[src/rtl/ventilacao_cascata_param_if.sv]
// ventilacao_cascata_param_if: bundles the sensor/ack inputs and the damper/alarm outputs of the controller.
// The master modport drives the sensors and ack. The slave modport is the controller side.
interface ventilacao_cascata_param_if #(
   parameter int N_ZONAS = 6,
   parameter int W       = 4
);
   logic [N_ZONAS*W-1:0] pressoes;
   logic                 ack;
   logic [N_ZONAS-2:0]   dampers;
   logic                 perda_depressao;
   logic                 alarme_sonoro;
   logic                 alarme_luz;
   logic [1:0]           estado;
   logic [N_ZONAS-1:0]   falha_sensor;
   modport master (
      output pressoes, ack,
      input  dampers, perda_depressao, alarme_sonoro, alarme_luz, estado, falha_sensor
   );
   modport slave (
      input  pressoes, ack,
      output dampers, perda_depressao, alarme_sonoro, alarme_luz, estado, falha_sensor
   );
endinterface

[src/rtl/ventilacao_cascata_param.sv]
// ventilacao_cascata_param: debounced inter-zone dampers plus a latched alarm FSM for a chain of depressurised zones.
// Optional sensor rail-fault detection is enabled with VENT_FALHA_SENSOR_EN.
module ventilacao_cascata_param #(
   parameter int N_ZONAS   = 6,
   parameter int W         = 4,
   parameter int MARGEM    = 0,
   parameter int DEB       = 4,
   parameter int ALARM_CYC = 16
) (
   input logic clk,
   input logic rst,
   ventilacao_cascata_param_if.slave bus
);
   localparam int CW = DEB > 1 ? $clog2(DEB) : 1;
   localparam int TW = $clog2(ALARM_CYC + 1);
   localparam logic signed [W:0] MARGEM_X = (W+1)'(MARGEM);
   typedef enum logic [1:0] {NORMAL, ALERTA, ALARME, RECONHECIDO} estado_t;
   logic [N_ZONAS-1:0] w_neg, w_rail, r_falha;
   logic [N_ZONAS-2:0] w_dampers;
   logic               r_perda, r_perda_d, w_anormal, w_subida;
   estado_t            r_estado, w_estado_nx;
   logic [TW-1:0]      r_tmr, w_tmr_nx;
   for (genvar k = 0; k < N_ZONAS; k++) begin : g_zona
      assign w_neg[k] = bus.pressoes[k*W+W-1];
`ifdef VENT_FALHA_SENSOR_EN
      assign w_rail[k] = bus.pressoes[k*W +: W] == {1'b1, {(W-1){1'b0}}};
`else
      assign w_rail[k] = 1'b0;
`endif
   end
   for (genvar i = 0; i < N_ZONAS-1; i++) begin : g_damper
      logic signed [W:0] w_a, w_b;
      logic              w_want, r_d;
      logic [CW-1:0]     r_c;
      // sign-extended by one bit so p[i]+MARGEM can never wrap
      assign w_a = $signed({bus.pressoes[i*W+W-1], bus.pressoes[i*W +: W]});
      assign w_b = $signed({bus.pressoes[(i+1)*W+W-1], bus.pressoes[(i+1)*W +: W]});
      assign w_want = !(w_neg[i] & w_neg[i+1] & (w_a + MARGEM_X > w_b));
      assign w_dampers[i] = r_d;
      always_ff @(posedge clk or posedge rst)
         if (rst) begin
            r_d <= 1'b1;
            r_c <= '0;
         end else if (w_rail[i] | w_rail[i+1]) begin
            r_d <= 1'b1;
            r_c <= '0;
         end else if (w_want == r_d) r_c <= '0;
         else if (r_c == CW'(DEB-1)) begin
            r_d <= w_want;
            r_c <= '0;
         end else r_c <= r_c + CW'(1);
   end
   always_ff @(posedge clk or posedge rst)
      if (rst) begin
         r_perda   <= 1'b0;
         r_perda_d <= 1'b0;
         r_falha   <= '0;
      end else begin
         r_perda   <= ~&w_neg;
         r_perda_d <= r_perda;
         r_falha   <= w_rail;
      end
   assign w_anormal = ~&w_dampers | r_perda | |r_falha;
   assign w_subida  = r_perda & ~r_perda_d;
   always_ff @(posedge clk or posedge rst)
      if (rst) begin
         r_estado <= NORMAL;
         r_tmr    <= '0;
      end else begin
         r_estado <= w_estado_nx;
         r_tmr    <= w_tmr_nx;
      end
   always_comb begin
      w_estado_nx = r_estado;
      w_tmr_nx    = r_tmr;
      case (r_estado)
         NORMAL: if (w_anormal) begin
            w_estado_nx = ALERTA;
            w_tmr_nx    = TW'(1);
         end
         ALERTA:
            if (!w_anormal) w_estado_nx = NORMAL;
            else if (r_tmr == TW'(ALARM_CYC)) w_estado_nx = ALARME;
            else w_tmr_nx = r_tmr + TW'(1);
         ALARME: if (bus.ack) w_estado_nx = w_anormal ? RECONHECIDO : NORMAL;
         default:
            if (!w_anormal) w_estado_nx = NORMAL;
            else if (w_subida) w_estado_nx = ALARME;
      endcase
   end
   always_comb begin
      bus.alarme_sonoro = r_estado == ALARME;
      bus.alarme_luz    = r_estado == ALARME || r_estado == RECONHECIDO;
   end
   assign bus.dampers         = w_dampers;
   assign bus.perda_depressao = r_perda;
   assign bus.estado          = r_estado;
   assign bus.falha_sensor    = r_falha;
endmodule

[src/flat_wrapper.sv]
// flat-port wrapper written by rule: the top's interface ports become plain ports
module ventilacao_cascata_param_flat 
#(
   parameter int N_ZONAS   = 6,
   parameter int W         = 4,
   parameter int MARGEM    = 0,
   parameter int DEB       = 4,
   parameter int ALARM_CYC = 16
)
  (clk, rst, bus_pressoes, bus_ack, bus_dampers, bus_perda_depressao, bus_alarme_sonoro, bus_alarme_luz, bus_estado, bus_falha_sensor);
  ventilacao_cascata_param_if #(.N_ZONAS(N_ZONAS), .W(W)) bus_i ();
  input logic clk;
  input logic rst;
  input wire logic [$bits(bus_i.pressoes)-1:0] bus_pressoes;
  input wire logic [$bits(bus_i.ack)-1:0] bus_ack;
  output wire logic [$bits(bus_i.dampers)-1:0] bus_dampers;
  output wire logic [$bits(bus_i.perda_depressao)-1:0] bus_perda_depressao;
  output wire logic [$bits(bus_i.alarme_sonoro)-1:0] bus_alarme_sonoro;
  output wire logic [$bits(bus_i.alarme_luz)-1:0] bus_alarme_luz;
  output wire logic [$bits(bus_i.estado)-1:0] bus_estado;
  output wire logic [$bits(bus_i.falha_sensor)-1:0] bus_falha_sensor;
  assign bus_i.pressoes = bus_pressoes;
  assign bus_i.ack = bus_ack;
  assign bus_dampers = bus_i.dampers;
  assign bus_perda_depressao = bus_i.perda_depressao;
  assign bus_alarme_sonoro = bus_i.alarme_sonoro;
  assign bus_alarme_luz = bus_i.alarme_luz;
  assign bus_estado = bus_i.estado;
  assign bus_falha_sensor = bus_i.falha_sensor;
  ventilacao_cascata_param #(.N_ZONAS(N_ZONAS), .W(W), .MARGEM(MARGEM), .DEB(DEB), .ALARM_CYC(ALARM_CYC)) u_core (.clk(clk), .rst(rst), .bus(bus_i));
endmodule
[config.mk]
export PLATFORM = sky130hd
export DESIGN_NAME = ventilacao_cascata_param_flat
export DESIGN_NICKNAME = d
export VERILOG_FILES = /design/src/rtl/ventilacao_cascata_param_if.sv /design/src/rtl/ventilacao_cascata_param.sv /design/src/flat_wrapper.sv
export SDC_FILE = /design/constraint.sdc
export NUM_CORES = 1
export LEC_CHECK = 0
export CORE_ASPECT_RATIO = 1.4
export CORE_MARGIN = 2
export CORE_UTILIZATION = 53
export CTS_BUF_LIST = sky130_fd_sc_hd__clkbuf_2
export DETAILED_ROUTE_END_ITERATION = 8
export GPL_ROUTABILITY_DRIVEN = 0
export GPL_TIMING_DRIVEN = 0
export MAX_ROUTING_LAYER = met4
export PLACE_DENSITY = 0.83
export RECOVER_POWER = 100
export SETUP_SLACK_MARGIN = 0.02
export SLEW_MARGIN = 20
export SYNTH_ARGS = -nofsm -noshare
export SYNTH_HDL_FRONTEND = slang
export SYNTH_SLANG_ARGS = --single-unit
[constraint.sdc]
create_clock -name clk -period 1.65 [get_ports clk]
set_input_delay 0.165 -clock clk [delete_from_list [all_inputs] [get_ports clk]]
set_output_delay 0.165 -clock clk [all_outputs]
set_load 0.01 [all_outputs]
==> out/results.ini <==
[floorplan]
die_w_microns = 55.8
rows = 26
core_area_sq_um = 3610
initial_core_util_pct = 55.2
die-area_sq_um = 4270
die_y_microns = 76.5
io_pins = 43

[logic_synthesis]
synthTopCellsByArea = dfrtp_1 (24%), ha_1 (20%), dfstp_2 (6.6%)
yosysWarningCount = 0
synth_top_cell_by_area = dfrtp_1
yosysSeqAreaShare_pct = 30.5
synth_edf_count = 0
syn_area_sq_um = 1990
netlist.area_leader.share_pct = 23.9
avgSynthCellArea_sq_um = 8.89
async_reset_ff_share_pct = 100
synth_top_flop_cell = dfrtp_1
synth.distinct_cells = 41
synth_cells = 224
ys_ff_latch = 24

[timing]
fin_ws_ns = 0.0698
fin_skew_ns = 0.00390
setup_violations = 0
timing.setup.tns_ns = 0
relSlewSlack_pct = 39.2
hold_violations = 0
max_freq_mhz = 633
slew_violations = 0
period_minus_slack_ns = 1.58
worst_pin_slew_ns = 0.912
rsz0062_at_grt = true
timing.final.crit_share_pct = 95.8

[global_routing]
grt_pass1_vias = 1682
grt_overflow = 0
grt_usage_pct = 21.1
grt_max_degree = 25
antenna_found_initial = 0
grt_pass1_wl_mm = 7.06

[critical_path]
crit_path_end = bus_perda_depressao
ff2ff_setup_slack_ns = 0.08
cp-end-kind = primary output
reg2reg_depth = 5
start_kind = flip-flop
cp_data_required_time_ns = 1.48
critPathMaxStageDelay_ns = 0.57
cp.arrival_ns = 1.42
path_delay_family = buffers and inverters
crit_buf_inv = 1
critical_path.slowest_cell = clkdlybuf4s50_1
r2r-end = u_core.r_tmr[4]$_DFFE_PP0P_
cp_cell_sequence = clkdlybuf4s50_1
worst-path-max-fanout = 4
timing.rr.start = u_core.g_damper[1].r_d$_DFFE_PP1P_
critPathLaunch = u_core.bus.perda_depressao$_DFF_PP0_
path_class = flip-flop to primary output
cp.depth = 1

[drt]
first_iter_violations = 65
drcViolationCount = 0
first_pass_iters = 4
wire_per_inst_microns = 13.0
vias = 1752
routed_wl_mm = 4.20
vias_per_cell = 5.44
route.antenna.remaining_nets = 0

[hold_path]
min_path_type = input pin to async pin

[finish]
drive_gt1_share_pct = 16.8
layout.nets = 340
area_delta_synth_final_pct = 29.0
insertedDiodeCount = 0

[power]
p_leak_nw = 1.27
vdd_drop_max_mv = 0.681
p_per_area_nw_per_um2 = 1060

[clocking]
cts.clk_slew.worst_paths_ns = 0.24
clk_latency_ns = 0.38
h-tree-depth = 1
cts_buffers = 3
cts_tree = yes
clockBufferDepth = 2
cts.sinks = 24
ctsRootBufferMaster = clkbuf_2

[flow_run]
drv_cap = 0

[placement]
pre_cts_ws_ns = -0.297
io_buffers = 36
post-dp-hpwl_mm = 3.16

[status]
status = complete, no violations

## timing repair
item / in CTS / in global routing
gates resized for setup: 9 / 12
pin swaps: 0 / 5
setup buffers: 8 / 3
endpoints found under the setup margin: 8 / 8
hold buffers: 0 / 0
cloned: 0 / 0
## worst min-delay path by stage
stage                                             start  cells past startpoint                                  end  slack [ns]
detailed placement  u_core.g_damper[2].r_c[0]$_DFF_PP0_                      1  u_core.g_damper[2].r_c[0]$_DFF_PP0_        0.44
floorplan                                           rst                      1     u_core.bus.estado[0]$_DFFE_PP0P_        0.18
global placement    u_core.g_damper[2].r_c[0]$_DFF_PP0_                      1  u_core.g_damper[2].r_c[0]$_DFF_PP0_        0.43
finish                                              rst                      2  u_core.g_damper[0].r_c[1]$_DFF_PP0_        0.38
global route                                        rst                      2  u_core.g_damper[0].r_c[0]$_DFF_PP0_        0.45
CTS                                                 rst                      2          u_core.r_tmr[1]$_DFFE_PP0P_        0.29
## state kept, by name, indices dropped and copies added, names as in the netlist
register and cells:
u_core.r_tmr 5, u_core.g_damper.r_d 5, u_core.bus.perda_depressao 1, u_core.r_perda_d 1
u_core.g_damper.r_c 10, u_core.bus.estado 2
## cells in the mapped netlist (2+ instances only)
| cell type | n |
|---|---|
| o211ai_1 | 3 |
| dfstp_2 | 5 |
| o22ai_1 | 3 |
| mux2i_1 | 4 |
| dfrtp_1 | 19 |
| buf_4 | 11 |
| mux2_2 | 2 |
| a21oi_1 | 9 |
| inv_1 | 32 |
| nor2b_1 | 5 |
| nor3_1 | 3 |
| clkbuf_1 | 2 |
| o21ai_0 | 5 |
| nor2_1 | 9 |
| and2_1 | 2 |
| a21boi_0 | 2 |
| a211oi_1 | 5 |
| nor4_1 | 4 |
| nand3_1 | 10 |
| a31oi_1 | 2 |
| a22o_2 | 2 |
| ha_1 | 32 |
| nor3b_1 | 4 |
| nand3b_1 | 8 |
| and3_1 | 4 |
| a32o_1 | 2 |
| nand2_1 | 21 |
## layer usage
metal  track usage, %  wire [microns]  vias to the layer above
met5                -               0                        -
met4             8.33              63                        0
met3             2.72             153                        5
met2             37.6            2270                       45
met1             23.6            1710                      813
li1                 -               -                      889
## layout make-up
cell class / count / area (sq um)
tap: 42 / 52.6
clock inverter: 1 / 3.75
fill: 283 / 1040
inverter: 32 / 120
multi-input combinational: 160 / 1240
timing repair buffer: 47 / 440
clock buffer: 3 / 15.0
buffer: 13 / 93.8
sequential: 24 / 608
## power by group
group	leakage (nW)	switching (mW)	internal (mW)
Combinational	0.968	0.695	0.773
Sequential	0.285	0.148	0.855
Clock	0.0140	0.197	0.0525
Total	1.27	1.04	1.68
## cell usage in the layout (no fill, tap or decap), drive strengths merged, types with 5 or more instances in the layout
| cell | instances |
|---|---|
| conb | 6 |
| ha | 32 |
| dfstp | 5 |
| nor2 | 9 |
| nand2 | 21 |
| dlygate4sd2 | 6 |
| nand3b | 8 |
| nand3 | 10 |
| inv | 32 |
| dfrtp | 19 |
| buf | 22 |
| clkdlybuf4s50 | 28 |
| nor2b | 5 |
| a21oi | 9 |
| and3 | 5 |
| clkbuf | 6 |
| a211oi | 5 |
| o21ai | 5 |
## per-stage QoR
| step | cell area, sq um | util (%) | total power [mW] | instances | hold slack (ns) |
|---|---|---|---|---|---|
| 3_5_place_dp | 2420 | 67.1 | 2.32 | 307 | 0.435 |
| 5_1_grt | 2570 | 71.2 | 2.98 | 322 | 0.451 |
| 3_3_place_gp | 2420 | 67.1 | 2.27 | 307 | 0.427 |
| 4_1_cts | 2500 | 69.2 | 2.61 | 319 | 0.292 |
| 6_report | 2570 | 71.2 | 2.72 | 322 | 0.377 |
| 2_1_floorplan | 2010 | - | 1.88 | 229 | 0.176 |
## logic make-up (layout without fill, tap and decap cells)
kind of cell | Yosys count | in the layout | synth area share (%)
flip-flops | 24 | 24 | 30.5
adder cells (fa/ha/maj) | 32 | 32 | 20.1
AND/OR/NAND/NOR | 77 | 77 | 21.5
other | 1 | 6 | 0.188
multiplexers | 6 | 6 | 3.14
AO/OA/AOI/OAI | 39 | 39 | 14.1
buffers and inverters | 45 | 96 | 10.6
(Power assumes the default switching activity.)
